`config.mk`:
```
export PLATFORM = sky130hd
export DESIGN_NAME = ddr4_cmd_sequencer
export DESIGN_NICKNAME = d
export VERILOG_FILES = /design/src/rtl/arch_package.sv /design/src/rtl/ddr4_ctrl_pkg.sv /design/src/rtl/ddr4_refresh_timer.sv /design/src/rtl/ddr4_cmd_sequencer.sv
export SDC_FILE = /design/constraint.sdc
export NUM_CORES = 1
export LEC_CHECK = 0
export BUFFER_PORTS_ARGS = -buffer_cell sky130_fd_sc_hd__buf_2
export CAP_MARGIN = 40
export CELL_PAD_IN_SITES_DETAIL_PLACEMENT = 0
export CELL_PAD_IN_SITES_GLOBAL_PLACEMENT = 1
export CORE_ASPECT_RATIO = 0.8
export CORE_MARGIN = 4
export CORE_UTILIZATION = 30
export DETAILED_ROUTE_END_ITERATION = 8
export GPL_TIMING_DRIVEN = 0
export HOLD_SLACK_MARGIN = 0.03
export PLACE_DENSITY = 0.63
export SYNTH_ARGS = -nofsm -noshare
export SYNTH_HDL_FRONTEND = slang
export SYNTH_SLANG_ARGS = --single-unit
```
`constraint.sdc`:
```
create_clock -name CLK -period 6.2 [get_ports CLK]
set_clock_uncertainty 0.05 [all_clocks]
set_input_delay 0.31 -clock CLK [delete_from_list [all_inputs] [get_ports CLK]]
set_output_delay 0.31 -clock CLK [all_outputs]
set_load 0.05 [all_outputs]
```
`src/rtl/arch_package.sv`:
```
`default_nettype none
// +----------------------------------------------------------------------+
// | arch_package : DDR4 device address-width constants (x8, single rank)  |
// | Rev 1.0                                                               |
// +----------------------------------------------------------------------+
package arch_package;
    localparam int MAX_BANK_GROUP_BITS = 2;
    localparam int MAX_BANK_BITS       = 2;
    localparam int MAX_RANK_BITS       = 1;
endpackage
`default_nettype wire

```
`src/rtl/ddr4_ctrl_pkg.sv`:
```
`default_nettype none
// +----------------------------------------------------------------------+
// | ddr4_ctrl_pkg : sequencer states, DDR4 commands and pin encoding      |
// | Rev 1.0                                                               |
// +----------------------------------------------------------------------+
package ddr4_ctrl_pkg;
    typedef enum logic [2:0] {
        ST_INIT, ST_IDLE, ST_ACT, ST_WAIT_RCD, ST_CAS, ST_REF, ST_WAIT_RFC
    } state_t;

    typedef enum logic [2:0] {
        CMD_DES, CMD_ACT, CMD_RDA, CMD_WRA, CMD_REF
    } cmd_t;

    localparam int MAX_REF_DEBT = 8;
    localparam int A10_AP       = 10;
    localparam int A12_BL8      = 12;

    // Returns {CS_n, ACT_n, RAS_n_A16, CAS_n_A15, WE_n_A14}; for ACT the low
    // three bits are placeholders that the caller replaces with row bits.
    function automatic logic [4:0] cmd_pins(input cmd_t cmd);
        case (cmd)
            CMD_ACT: cmd_pins = 5'b00111;
            CMD_RDA: cmd_pins = 5'b01101;
            CMD_WRA: cmd_pins = 5'b01100;
            CMD_REF: cmd_pins = 5'b01001;
            default: cmd_pins = 5'b11111;
        endcase
    endfunction
endpackage
`default_nettype wire

```
`src/rtl/ddr4_refresh_timer.sv`:
```
`default_nettype none
// +----------------------------------------------------------------------+
// | ddr4_refresh_timer : tREFI interval counter and refresh debt tracking |
// | Rev 1.0                                                               |
// +----------------------------------------------------------------------+
module ddr4_refresh_timer
    import ddr4_ctrl_pkg::*;
#(
    parameter int T_REFI = 100
) (
    input  logic CLK,
    input  logic RESET_n,
    input  logic enable,
    input  logic ref_done,
    output logic ref_pending,
    output logic ref_overflow
);
    localparam int REFI_W = ($clog2(T_REFI) > 0) ? $clog2(T_REFI) : 1;
    localparam int DEBT_W = $clog2(MAX_REF_DEBT + 1);

    logic [REFI_W-1:0] refi_cnt;
    logic [DEBT_W-1:0] ref_debt;
    logic              expire;

    assign expire      = enable && (refi_cnt == REFI_W'(T_REFI - 1));
    assign ref_pending = (ref_debt != '0);

    always_ff @(posedge CLK or negedge RESET_n) begin
        if (!RESET_n) begin
            refi_cnt     <= '0;
            ref_debt     <= '0;
            ref_overflow <= 1'b0;
        end else begin
            if (!enable || expire) begin
                refi_cnt <= '0;
            end else begin
                refi_cnt <= refi_cnt + 1'b1;
            end
            // A REF landing on the same edge as an expiry cancels it out.
            if (expire && !ref_done) begin
                if (ref_debt == DEBT_W'(MAX_REF_DEBT)) begin
                    ref_overflow <= 1'b1;
                end else begin
                    ref_debt <= ref_debt + 1'b1;
                end
            end else if (ref_done && !expire && (ref_debt != '0)) begin
                ref_debt <= ref_debt - 1'b1;
            end
        end
    end
endmodule
`default_nettype wire

```
`src/rtl/ddr4_cmd_sequencer.sv`:
```
`default_nettype none
// +----------------------------------------------------------------------+
// | ddr4_cmd_sequencer : closed-page DDR4 ACT->RDA/WRA/REF sequencer      |
// | Rev 1.0                                                               |
// +----------------------------------------------------------------------+
module ddr4_cmd_sequencer
    import arch_package::*;
    import ddr4_ctrl_pkg::*;
#(
    parameter int T_INIT   = 10,
    parameter int T_RCD    = 4,
    parameter int T_RC     = 12,
    parameter int T_CLOSE  = 8,
    parameter int T_REFI   = 100,
    parameter int T_RFC    = 20,
    parameter int ROW_BITS = 18,
    parameter int COL_BITS = 10
) (
    input  logic                           CLK,
    input  logic                           RESET_n,
    input  logic                           req_valid,
    output logic                           req_ready,
    input  logic                           req_write,
    input  logic [MAX_BANK_GROUP_BITS-1:0] req_bg,
    input  logic [MAX_BANK_BITS-1:0]       req_ba,
    input  logic [ROW_BITS-1:0]            req_row,
    input  logic [COL_BITS-1:0]            req_col,
    output logic                           CKE,
    output logic                           CS_n,
    output logic                           ACT_n,
    output logic                           RAS_n_A16,
    output logic                           CAS_n_A15,
    output logic                           WE_n_A14,
    output logic [MAX_BANK_GROUP_BITS-1:0] BG,
    output logic [MAX_BANK_BITS-1:0]       BA,
    output logic [MAX_RANK_BITS-1:0]       C,
    output logic [13:0]                    ADDR,
    output logic                           ADDR_17,
    output logic                           rd_issue,
    output logic                           wr_issue,
    output logic                           ref_overflow,
    output logic                           busy
);
    localparam int WAIT_MAX = (T_INIT > T_RCD) ? T_INIT : T_RCD;
    localparam int WAIT_W   = $clog2(WAIT_MAX + 1);
    localparam int RC_W     = ($clog2(T_RC) > 0) ? $clog2(T_RC) : 1;
    localparam int CL_MAX   = (T_CLOSE > T_RFC) ? T_CLOSE : T_RFC;
    localparam int CL_W     = ($clog2(CL_MAX) > 0) ? $clog2(CL_MAX) : 1;

    state_t                         state, next_state;
    cmd_t                           cmd_d;
    logic [WAIT_W-1:0]              wait_cnt;
    logic [RC_W-1:0]                rc_cnt;
    logic [CL_W-1:0]                close_cnt;
    logic                           timers_clear;
    logic                           accept;
    logic                           ref_pending;
    logic                           ref_done;

    logic                           lat_write;
    logic [MAX_BANK_GROUP_BITS-1:0] lat_bg;
    logic [MAX_BANK_BITS-1:0]       lat_ba;
    logic [COL_BITS-1:0]            lat_col;

    logic [4:0]                     pins_d;
    logic [MAX_BANK_GROUP_BITS-1:0] bg_d;
    logic [MAX_BANK_BITS-1:0]       ba_d;
    logic [13:0]                    addr_d;
    logic                           addr_17_d;

    assign timers_clear = (rc_cnt == '0) && (close_cnt == '0);
    assign req_ready    = (state == ST_IDLE) && timers_clear && !ref_pending;
    assign accept       = req_valid && req_ready;
    assign busy         = (state != ST_IDLE);
    assign ref_done     = (next_state == ST_REF);

    ddr4_refresh_timer #(
        .T_REFI (T_REFI)
    ) u_refresh_timer (
        .CLK          (CLK),
        .RESET_n      (RESET_n),
        .enable       (CKE),
        .ref_done     (ref_done),
        .ref_pending  (ref_pending),
        .ref_overflow (ref_overflow)
    );

    always_ff @(posedge CLK or negedge RESET_n) begin
        if (!RESET_n) begin
            state <= ST_INIT;
        end else begin
            state <= next_state;
        end
    end

    // WAIT_RCD is entered one cycle after ACT, so it lasts T_RCD-1 cycles.
    always_comb begin
        next_state = state;
        case (state)
            ST_INIT:     if (wait_cnt == WAIT_W'(T_INIT - 1)) next_state = ST_IDLE;
            ST_IDLE: begin
                if (timers_clear && ref_pending) begin
                    next_state = ST_REF;
                end else if (accept) begin
                    next_state = ST_ACT;
                end
            end
            ST_ACT:      next_state = ST_WAIT_RCD;
            ST_WAIT_RCD: if (wait_cnt == WAIT_W'(T_RCD - 2)) next_state = ST_CAS;
            ST_CAS:      next_state = ST_IDLE;
            ST_REF:      next_state = ST_WAIT_RFC;
            ST_WAIT_RFC: if (close_cnt == '0) next_state = ST_IDLE;
            default:     next_state = ST_INIT;
        endcase
    end

    // Pin values are derived from the state being entered so they register
    // onto the bus in the same cycle the state register shows that state.
    always_comb begin
        case (next_state)
            ST_ACT:  cmd_d = CMD_ACT;
            ST_CAS:  cmd_d = lat_write ? CMD_WRA : CMD_RDA;
            ST_REF:  cmd_d = CMD_REF;
            default: cmd_d = CMD_DES;
        endcase
        pins_d    = cmd_pins(cmd_d);
        bg_d      = '0;
        ba_d      = '0;
        addr_d    = '0;
        addr_17_d = 1'b0;
        if (cmd_d == CMD_ACT) begin
            {addr_17_d, pins_d[2:0], addr_d} = 18'(req_row);
            bg_d = req_bg;
            ba_d = req_ba;
        end else if (cmd_d == CMD_RDA || cmd_d == CMD_WRA) begin
            addr_d          = 14'(lat_col);
            addr_d[A10_AP]  = 1'b1;
            addr_d[A12_BL8] = 1'b1;
            bg_d            = lat_bg;
            ba_d            = lat_ba;
        end
    end

    always_ff @(posedge CLK or negedge RESET_n) begin
        if (!RESET_n) begin
            wait_cnt  <= '0;
            rc_cnt    <= '0;
            close_cnt <= '0;
            lat_write <= 1'b0;
            lat_bg    <= '0;
            lat_ba    <= '0;
            lat_col   <= '0;
        end else begin
            wait_cnt <= (next_state != state) ? '0 : wait_cnt + 1'b1;
            if (next_state == ST_ACT) begin
                rc_cnt <= RC_W'(T_RC - 1);
            end else if (rc_cnt != '0) begin
                rc_cnt <= rc_cnt - 1'b1;
            end
            if (next_state == ST_CAS) begin
                close_cnt <= CL_W'(T_CLOSE - 1);
            end else if (next_state == ST_REF) begin
                close_cnt <= CL_W'(T_RFC - 1);
            end else if (close_cnt != '0) begin
                close_cnt <= close_cnt - 1'b1;
            end
            if (accept) begin
                lat_write <= req_write;
                lat_bg    <= req_bg;
                lat_ba    <= req_ba;
                lat_col   <= req_col;
            end
        end
    end

    always_ff @(posedge CLK or negedge RESET_n) begin
        if (!RESET_n) begin
            CKE                                         <= 1'b0;
            {CS_n, ACT_n, RAS_n_A16, CAS_n_A15, WE_n_A14} <= 5'b11111;
            BG                                          <= '0;
            BA                                          <= '0;
            C                                           <= '0;
            ADDR                                        <= '0;
            ADDR_17                                     <= 1'b0;
            rd_issue                                    <= 1'b0;
            wr_issue                                    <= 1'b0;
        end else begin
            CKE                                         <= (next_state != ST_INIT);
            {CS_n, ACT_n, RAS_n_A16, CAS_n_A15, WE_n_A14} <= pins_d;
            BG                                          <= bg_d;
            BA                                          <= ba_d;
            C                                           <= '0;
            ADDR                                        <= addr_d;
            ADDR_17                                     <= addr_17_d;
            rd_issue                                    <= (cmd_d == CMD_RDA);
            wr_issue                                    <= (cmd_d == CMD_WRA);
        end
    end
endmodule
`default_nettype wire

```
# Yosys cells after proc, flatten, opt, wreduce, memory -nomap -nowiden

Index checks and enable logic that the tools add are counted.

Add/sub/neg operators: 6
Equality and inequality tests: 20
Multiplexer cells: 27
Reductions and logical operators: 27

Operators by type and width:

| kind                                                               | number |
|---|---|
| 4-bit 2-to-1 mux                                                   | 6 |
| 3-bit case mux with 7 select lines                                 | 1 |
| 5-bit case mux with 4 select lines                                 | 1 |
| 3-bit == test, second input constant                               | 6 |
| 3-bit 2-to-1 mux                                                   | 6 |
| 3-bit by 2-bit == test with 1-bit output, second input constant    | 5 |
| 5-bit 2-to-1 mux                                                   | 3 |
| 14-bit 2-to-1 mux                                                  | 1 |
| 13-bit 2-to-1 mux                                                  | 1 |
| 1-bit logical AND                                                  | 9 |
| 3-bit case mux with 3 select lines                                 | 1 |
| 4-bit by 1-bit adder with 4-bit output, second input constant      | 2 |
| 4-bit == test, second input constant                               | 2 |
| 2-bit 2-to-1 mux                                                   | 4 |
| 4-bit nonzero test                                                 | 2 |
| 4-bit by 1-bit subtractor with 4-bit output, second input constant | 2 |
| 7-bit by 1-bit adder with 7-bit output, second input constant      | 1 |
| 7-bit == test, second input constant                               | 1 |
| 7-bit 2-to-1 mux                                                   | 1 |
| 3-bit by 1-bit == test with 1-bit output, second input constant    | 2 |
| 3-bit nonzero test                                                 | 2 |
| 5-bit zero test                                                    | 1 |
| 5-bit nonzero test                                                 | 1 |
| 5-bit by 1-bit subtractor with 5-bit output, second input constant | 1 |
| other kinds (11)                                                   | 18 |

Bits in registers: 70
Output and inout port bits: 31
Logic and storage cells: 103

# Logic depth before layout (Yosys ltp)

Gate-level depths: netlist of the first run.

Word-level depth: 14
Depth in mapped cells: 13

# Cells and area by module

A second synthesis of the first run with hierarchy kept.

Cells, all modules: 295
Area, all modules: 3111.7 um2

By module, submodules not included:

| module             | times used | cells an instance | area an instance (um2) |
|---|---|---|---|
| ddr4_cmd_sequencer | 1          | 234               | 2438.6 |
| ddr4_refresh_timer | 1          | 61                | 673.1 |

# Least setup slack after synthesis of the first run

No wires, ideal clock.

Path type: register -> register
Start point: register close_cnt[0]
End point: register u_refresh_timer.ref_debt[3]
Arrival time: 2468 ps
Setup slack: 3582 ps
Stages on the path, launching flop included: 14
Clock period less this slack: 2618 ps
Cell sequence: dfrtp_1 -> inv_1 -> ha_1 -> nor4b_4 -> buf_2 -> nand4_1 -> and2_1 -> inv_1 -> ha_1 -> a21oi_1 -> nand2_1 -> nor4_1 -> a211oi_1 -> a311oi_1

Cells in the longest elaborated chain, start to end: 13

RTL lines:

| item                                                          | RTL line                                            | source |
|---|---|---|
| start, declared                                               | ddr4_cmd_sequencer.sv:54                            | `logic [CL_W-1:0] close_cnt;` |
| start signal, assigned                                        | ddr4_cmd_sequencer.sv:161                           | `close_cnt <= CL_W'(T_CLOSE - 1);` |
| start signal, assigned                                        | ddr4_cmd_sequencer.sv:163                           | `close_cnt <= CL_W'(T_RFC - 1);` |
| start signal, assigned                                        | ddr4_cmd_sequencer.sv:165                           | `close_cnt <= close_cnt - 1'b1;` |
| 5-bit zero test *                                             | ddr4_cmd_sequencer.sv:71, ddr4_cmd_sequencer.sv:112 |  |
| 1-bit logical AND                                             | ddr4_cmd_sequencer.sv:71                            | `assign timers_clear = (rc_cnt == '0) && (close_cnt == '0);` |
| 1-bit logical AND (2 in a row)                                | ddr4_cmd_sequencer.sv:72                            | `assign req_ready = (state == ST_IDLE) && timers_clear && !ref_pending;` |
| 1-bit logical AND                                             | ddr4_cmd_sequencer.sv:73                            | `assign accept = req_valid && req_ready;` |
| 3-bit 2-to-1 mux                                              | ddr4_cmd_sequencer.sv:104                           | `end else if (accept) begin` |
| 3-bit 2-to-1 mux                                              | ddr4_cmd_sequencer.sv:102                           | `if (timers_clear && ref_pending) begin` |
| 3-bit case mux with 7 select lines *                          | ddr4_cmd_sequencer.sv:99                            | `case (state)` |
| 3-bit == test *                                               | ddr4_cmd_sequencer.sv:75                            | `assign ref_done = (next_state == ST_REF);` |
| 1-bit zero test or 1-bit logical AND (tied branches)          | ddr4_refresh_timer.sv:40, ddr4_refresh_timer.sv:46  |  |
| 1-bit logical AND (on tied branches)                          | ddr4_refresh_timer.sv:40, ddr4_refresh_timer.sv:46  |  |
| 2-bit != test (no line) or 2-bit nonzero test (tied branches) | n/a                                                 |  |
| 2-bit AND reduction (no line)                                 | n/a                                                 |  |
| end signal, assigned                                          | ddr4_refresh_timer.sv:44                            | `ref_debt <= ref_debt + 1'b1;` |
| end signal, assigned                                          | ddr4_refresh_timer.sv:47                            | `ref_debt <= ref_debt - 1'b1;` |
| end, declared                                                 | ddr4_refresh_timer.sv:22                            | `logic [DEBT_W-1:0] ref_debt;` |

Every way passes the cells marked *; elsewhere a longest branch is shown, timed or not.
A chain may end at the register's enable or synchronous reset.

# Worst setup path after layout of the first run

Ends and elaborated chain as after synthesis.

==> impl_metrics.yaml, run 1 <==
clock_network:
  cts_buffer_depth: 2
  clkSlewWorstSetupHoldPaths_ns: 0.05
  clock-root-buffer: "clkbuf_16"
  ctsResizeCount: 0
  cts_tree: "yes"
  clkLatencyLatePin_ns: 0.33
  htreeDepth: 3
  cts_buffers: 9
  clock-sinks: 70
worst_setup_path:
  cp_slowest_cell: "dfrtp_1"
  arrival_ns: 3.32
  path_max_fanout: 10
  slowest_delay_ns: 0.39
  required_ns: 6.37
  critPathCaptureType: "flip-flop"
  worstSetupPathType: "reg -> reg"
  cp_num_buf_inv: 3
  start_kind: "flip-flop"
  crit_chain: "inv_1 -> ha_1 -> nor4b_4 -> buf_2 -> nand4_1 -> and2_1 -> inv_1 -> ha_1 -> a21oi_1 -> nand2_1 -> nor4_1 -> a211oi_1 -> a311oi_1"
  crit_family: "simple AND/OR/NAND/NOR gates"
timing:
  finalHoldViolCount: 0
  setup_viol: 0
  worst_slew_pin_slew_ns: 0.650
  fin_crit_sh_pct: 50.8
  max_freq_ghz: 0.318
  slew_headroom_pct: 56.5
  report.final.slew_viol_count: 0
  period_minus_slack_ns: 3.15
  fin_setup_tns_ns: 0
  rsz0062_at_grt: "no"
global_routing:
  grt_usage_pct: 12.4
  gr-total-overflow: 0
  grt_max_degree: 55
  antenna_found_initial: 0
  grt_pass1_wl_um: 11600
  grt_pass1_vias: 2355
pwr:
  combPwrFrac_pct: 26.2
  p_per_area_nw_per_um2: 417
  p_int_uw: 1120
  seqPwrFrac_pct: 40.2
  switchingPower_uw: 521
  power_switching_share_pct: 31.7
  p_leak_uw: 0.00204
  ir_worst_vdd_mv: 0.142
  pwr-share-clk_pct: 33.6
die:
  num_rows: 32
  io_pins: 67
  initial_core_util_pct: 31.3
  dieArea_um2: 11900
  core_um2: 9810
  die_w_um: 121
  die_h_um: 98.5
place:
  io_buffers: 65
  dp.cells: 491
  dp_hpwl_um: 4990
  gp_congestion: 0.783
  placedInstanceArea_um2: 3600
yosys:
  avgSynthCellArea_um2: 10.6
  synth_cell_types: 48
  yosysTopAreaCell: "dfrtp_1"
  synth_edf_count: 0
  ys_seq_elements: 70
  synth_top_area_share_pct: 52.9
  yosysWarnings: 0
  synthCells: 289
  syn-num-nets: 335
  ys_seq_area_share_pct: 57.2
  syn-cell-area_um2: 3070
  async_flop_share_pct: 100
  synth.top_cells.by_area: "dfrtp_1 53%, nand2_1 8.1%, dfstp_2 4.3%"
  synth_ff_type: "dfrtp_1"
finish:
  fin_util_pct: 40.1
  num-fill-cells: 990
  design_area_um2: 3930
  instances_no_fill: 507
  area_growth_syn_to_layout_pct: 27.9
  drive_gt1_share_pct: 27.2
  nets: 413
  antenna_cells: 0
detailed_routing:
  wl_um: 6970
  drt_iter0_drc: 121
  num_vias: 2243
  ant_nets: 0
  drt-pass1-iter-count: 4
  drc: 0
  via_per_inst: 4.42
  wl_per_cell_um: 13.7
run_status:
  outcome: "completed"
run:
  max-cap-violations: 0
hold_path:
  min_path_type: "in -> reg"
## routing by layer
metal  up-vias  wire length [um]  global-route usage (%)  share of wire, %
li1       1133                 -                       -                 -
met3         7               266                    4.02               3.8
met4         0                78                    4.74               1.1
met1      1068              3200                    15.4                46
met5         -                 0                       0                 0
met2        35              3430                    20.1                49
## metrics by stage
step,worst slack (ns),power (uW),hold WS (ns)
2_1_floorplan,3.58,980,-0.0356
3_3_place_gp,3.18,1080,0.377
3_5_place_dp,3.08,1100,0.151
4_1_cts,3.04,1670,0.106
5_1_grt,2.78,1750,0.120
6_report,3.05,1640,0.118
## area by class of cell
type,instances,area [um2],area share [%]
well taps,136,170,4.33
plain buffers,12,72.6,1.85
clock buffers,11,253,6.43
repair buffers,67,365,9.29
flip-flops and latches,70,1760,44.7
multi-input cells,195,1200,30.5
clock inverters,4,70.1,1.78
inverters,12,45.0,1.15
## state kept, by name (all words and copies together), names as in the netlist, 3 cells and up
name	count
close_cnt	5
rc_cnt	4
u_refresh_timer.refi_cnt	7
state	3
ADDR	14
lat_col	10
wait_cnt	4
u_refresh_timer.ref_debt	4
## power groups by stage
stage | clock, uW | sequential [uW] | combinational, uW
6_report | 552 | 659 | 430
5_1_grt | 587 | 677 | 488
4_1_cts | 568 | 660 | 439
3_5_place_dp | 0 | 666 | 435
3_3_place_gp | 0 | 662 | 421
2_1_floorplan | 0 | 684 | 295
## tightest hold or removal path, cell delays in order
cell and delay [ns]:
buf_2 0.07, nand2_1 0.04, nand2_1 0.04
## placed cells by master, fill, tap and decap left out, drive strengths merged, types with 3 or more instances in the layout
master  netlist  layout
dfrtp        65      65
and3          5       5
clkbuf        8      19
nor4          3       3
buf           4      70
a21o          4       4
xor2          5       5
nand2        66      66
inv          12      12
a21oi         4       4
and2          5       5
nand4         3       3
a22o         12      12
dfstp         5       5
ha            9       9
nor3          4       4
xnor2         8       8
or3           3       3
nor2         24      24
nand3         7       7
## final timing paths
| kind | from | end | slack, ns | cells past startpoint |
|---|---|---|---|---|
| hold reg to reg | lat_write | rd_issue | 0.40 | 1 |
| setup reg to reg | close_cnt[0] | u_refresh_timer.ref_debt[3] | 3.05 | 13 |
| setup / recovery | close_cnt[0] | u_refresh_timer.ref_debt[3] | 3.05 | 13 |
| min in group asynchronous | RESET_n | u_refresh_timer.refi_cnt[3] | 0.35 | 2 |
| max in group asynchronous | RESET_n | ACT_n | 5.15 | 3 |
| hold / removal | req_col[9] | lat_col[9] | 0.12 | 3 |
## cell usage after synthesis, drive strengths merged, types with 3 or more instances
cell    count
a21o        4
a21oi       4
a22o       12
and2        5
and3        5
buf         4
clkbuf      8
dfrtp      65
dfstp       5
ha          9
inv        12
nand2      66
nand3       7
nand4       3
nor2       24
nor3        4
nor4        3
or3         3
xnor2       8
xor2        5
## cell families (layout without fill, tap and decap cells)
family / Yosys count / count (layout) / share of synthesized area, %
xor gates and xnor gates: 13 / 13 / 3.70
adders and majority gates: 10 / 10 / 4.31
buffers and inverters: 24 / 106 / 3.83
other: 1 / 1 / 0.122
and+or+nand+nor: 131 / 131 / 20.7
muxes: 2 / 2 / 0.692
AOI/OAI and AO/OA: 38 / 38 / 9.48
DFF: 70 / 70 / 57.2
## what timing repair did
| item | 4_1_cts | 5_1_grt |
|---|---|---|
| buffers inserted | 0 | 0 |
| endpoints found under the hold margin | 15 | 0 |
| hold buffers | 1 | 0 |
(Power assumes the default switching activity.)
==> inputs of run 2 (changes only) <==
--- a/config.mk
+++ b/config.mk
@@ -15,7 +15,7 @@
 export DETAILED_ROUTE_END_ITERATION = 8
 export GPL_TIMING_DRIVEN = 0
 export HOLD_SLACK_MARGIN = 0.03
-export PLACE_DENSITY = 0.63
+export PLACE_DENSITY = 0.65
 export SYNTH_ARGS = -nofsm -noshare
 export SYNTH_HDL_FRONTEND = slang
 export SYNTH_SLANG_ARGS = --single-unit
==> constraint.sdc (replaced) <==
create_clock -name CLK -period 2.8 [get_ports CLK]
set_clock_uncertainty 0.05 [all_clocks]
set_input_delay 0.14 -clock CLK [delete_from_list [all_inputs] [get_ports CLK]]
set_output_delay 0.14 -clock CLK [all_outputs]
set_load 0.05 [all_outputs]
==> impl_metrics.yaml, run 2 (synthesized netlist as in run 1, its figures left out) <==
clock_network:
  clkLatencyLatePin_ns: 0.33
  cts_tree: "yes"
  clkSlewWorstSetupHoldPaths_ns: 0.06
  clock-sinks: 70
  cts_buffers: 9
  clock-root-buffer: "clkbuf_16"
  cts_buffer_depth: 2
  htreeDepth: 3
global_routing:
  top_usage_layer: "met2"
  grt_pass1_vias: 2363
  grt_pass1_wl_um: 11800
  antenna_found_initial: 0
  grtUsageMet2_pct: 20.0
  met3_usage_pct: 4.42
  gr-usage-met1_pct: 16.2
  grt_usage_pct: 12.6
  gr-total-overflow: 0
  grt_max_degree: 55
finish:
  multiInputGateArea_um2: 1250
  layout_commonest_cell: "buf_2"
  drive_gt1_share_pct: 28.0
  antenna_cells: 0
  area_growth_syn_to_layout_pct: 41.3
  nets: 451
  fin_util_pct: 44.3
  largest_reg_flops: 14
  num-fill-cells: 966
  register_area_um2: 1760
  largest-register: "ADDR"
  reg.largest.list: "ADDR (14), lat_col (10), u_refresh_timer.refi_cnt (7)"
  layout_common_cells: "66 x buf_2, 65 x dfrtp_1, 65 x nand2_1"
die:
  core_um2: 9810
  num_rows: 32
  io_pins: 67
  initial_core_util_pct: 31.3
  dieArea_um2: 11900
  die_w_um: 121
  die_h_um: 98.5
place:
  io_buffers: 65
  dp_hpwl_um: 4880
  gp_congestion: 0.789
timing:
  setup_viol: 0
  period_minus_slack_ns: 2.58
  hold_slack_ns: 0.160
  worst_slew_pin_slew_ns: 0.675
  report.final.slew_viol_count: 0
  finalHoldViolCount: 0
  fin_crit_sh_pct: 92.2
  max_freq_ghz: 0.387
  slew_headroom_pct: 54.7
run:
  max-cap-violations: 0
worst_setup_path:
  crit_chain: "inv_1 -> ha_1 -> nor4b_4 -> buf_6 -> nand4_1 -> and2_4 -> inv_2 -> ha_4 -> a21oi_2 -> nand2_2 -> nor4_2 -> a211oi_1 -> a311oi_1"
  worstSetupPathType: "reg -> reg"
  rr_endpoint: "u_refresh_timer.ref_debt[3]"
  path_max_fanout: 4
  slowest_delay_ns: 0.39
  start_kind: "flip-flop"
  required_ns: 2.98
  reg2reg_slack_ns: 0.22
  r2r_cells: 13
  critPathCaptureType: "flip-flop"
  rr_startpoint: "close_cnt[0]"
  cp_slowest_cell: "dfrtp_1"
  arrival_ns: 2.76
pwr:
  switchingPower_uw: 1190
  pwr-share-clk_pct: 31.6
  p_int_uw: 2440
  ir_worst_vdd_mv: 0.353
  p_leak_uw: 0.00219
  seqPwrFrac_pct: 40.2
  combPwrFrac_pct: 28.2
  p_per_area_nw_per_um2: 836
  power_switching_share_pct: 32.9
detailed_routing:
  drc: 0
  wl_um: 7100
  ant_nets: 0
  via_per_inst: 4.44
  drt_iter0_drc: 92
  wl_per_cell_um: 13.0
  num_vias: 2423
  drt-pass1-iter-count: 4
hold_path:
  min_path_type: "in -> async"
run_status:
  outcome: "completed"
run 2: worst max-delay path, delay by kind of cell (launching register included):
family / cells / cell delay, ns
buffers and inverters: 3 / 0.34
AND/OR/NAND/NOR: 5 / 0.88
adder cells (fa/ha/maj): 2 / 0.39
AO/OA/AOI/OAI: 3 / 0.42
flip-flops: 1 / 0.39
run 2: worst max path at each step:
stage	start	depth (start not counted)	endpoint	slack (ns)
floorplan	close_cnt[0]	13	u_refresh_timer.ref_debt[3]	0.18
global placement	close_cnt[0]	13	u_refresh_timer.ref_debt[3]	-0.23
detailed placement	close_cnt[0]	13	u_refresh_timer.ref_debt[3]	-0.30
CTS	close_cnt[0]	13	u_refresh_timer.ref_debt[3]	0.03
finish	close_cnt[0]	13	u_refresh_timer.ref_debt[3]	0.22
global route	close_cnt[0]	13	u_refresh_timer.ref_debt[3]	-0.006
run 2: layer usage:
layer  vias up  share of wire, %
met3        11               3.5
met5         -                 0
met2        40                49
met4         0               2.1
li1       1216                 -
met1      1156                46
run 2: through the flow:
step                      setup WS [ns]  instances  TNS [ns]  instance area, um2  total power (uW)
final                             0.219        546         0                4340              3630
after global routing           -0.00560        546  -0.00560                4340              3880
after CTS                        0.0297        544         0                4290              3670
after detailed placement         -0.302        491    -0.302                3600              2420
after global placement           -0.229        490    -0.229                3570              2390
after floorplan                   0.182        289         0                3070              2170
run 2: cell type report:
cell class | instances | area share [%]
Sequential cell | 70 | 40.5
Multi-Input combinational cell | 195 | 28.8
Timing Repair Buffer | 105 | 16.9
Clock buffer | 10 | 5.50
Tap cell | 136 | 3.92
Buffer | 12 | 1.82
Clock inverter | 6 | 1.61
Inverter | 12 | 1.04
run 2: what timing repair did:
action,4_1_cts,5_1_grt
hold buffers,34,0
hold endpoints to repair,103,0
endpoints found under the setup margin,2,1
setup buffers,3,2
resized for setup,4,8
pin swaps,0,2
run 2: power by group through the flow:
stage | Combinational [uW] | Clock (uW) | Sequential, uW
floorplan | 654 | 0 | 1520
global placement | 931 | 0 | 1460
detailed placement | 956 | 0 | 1470
CTS | 1030 | 1180 | 1460
global route | 1150 | 1230 | 1500
finish | 1020 | 1150 | 1460
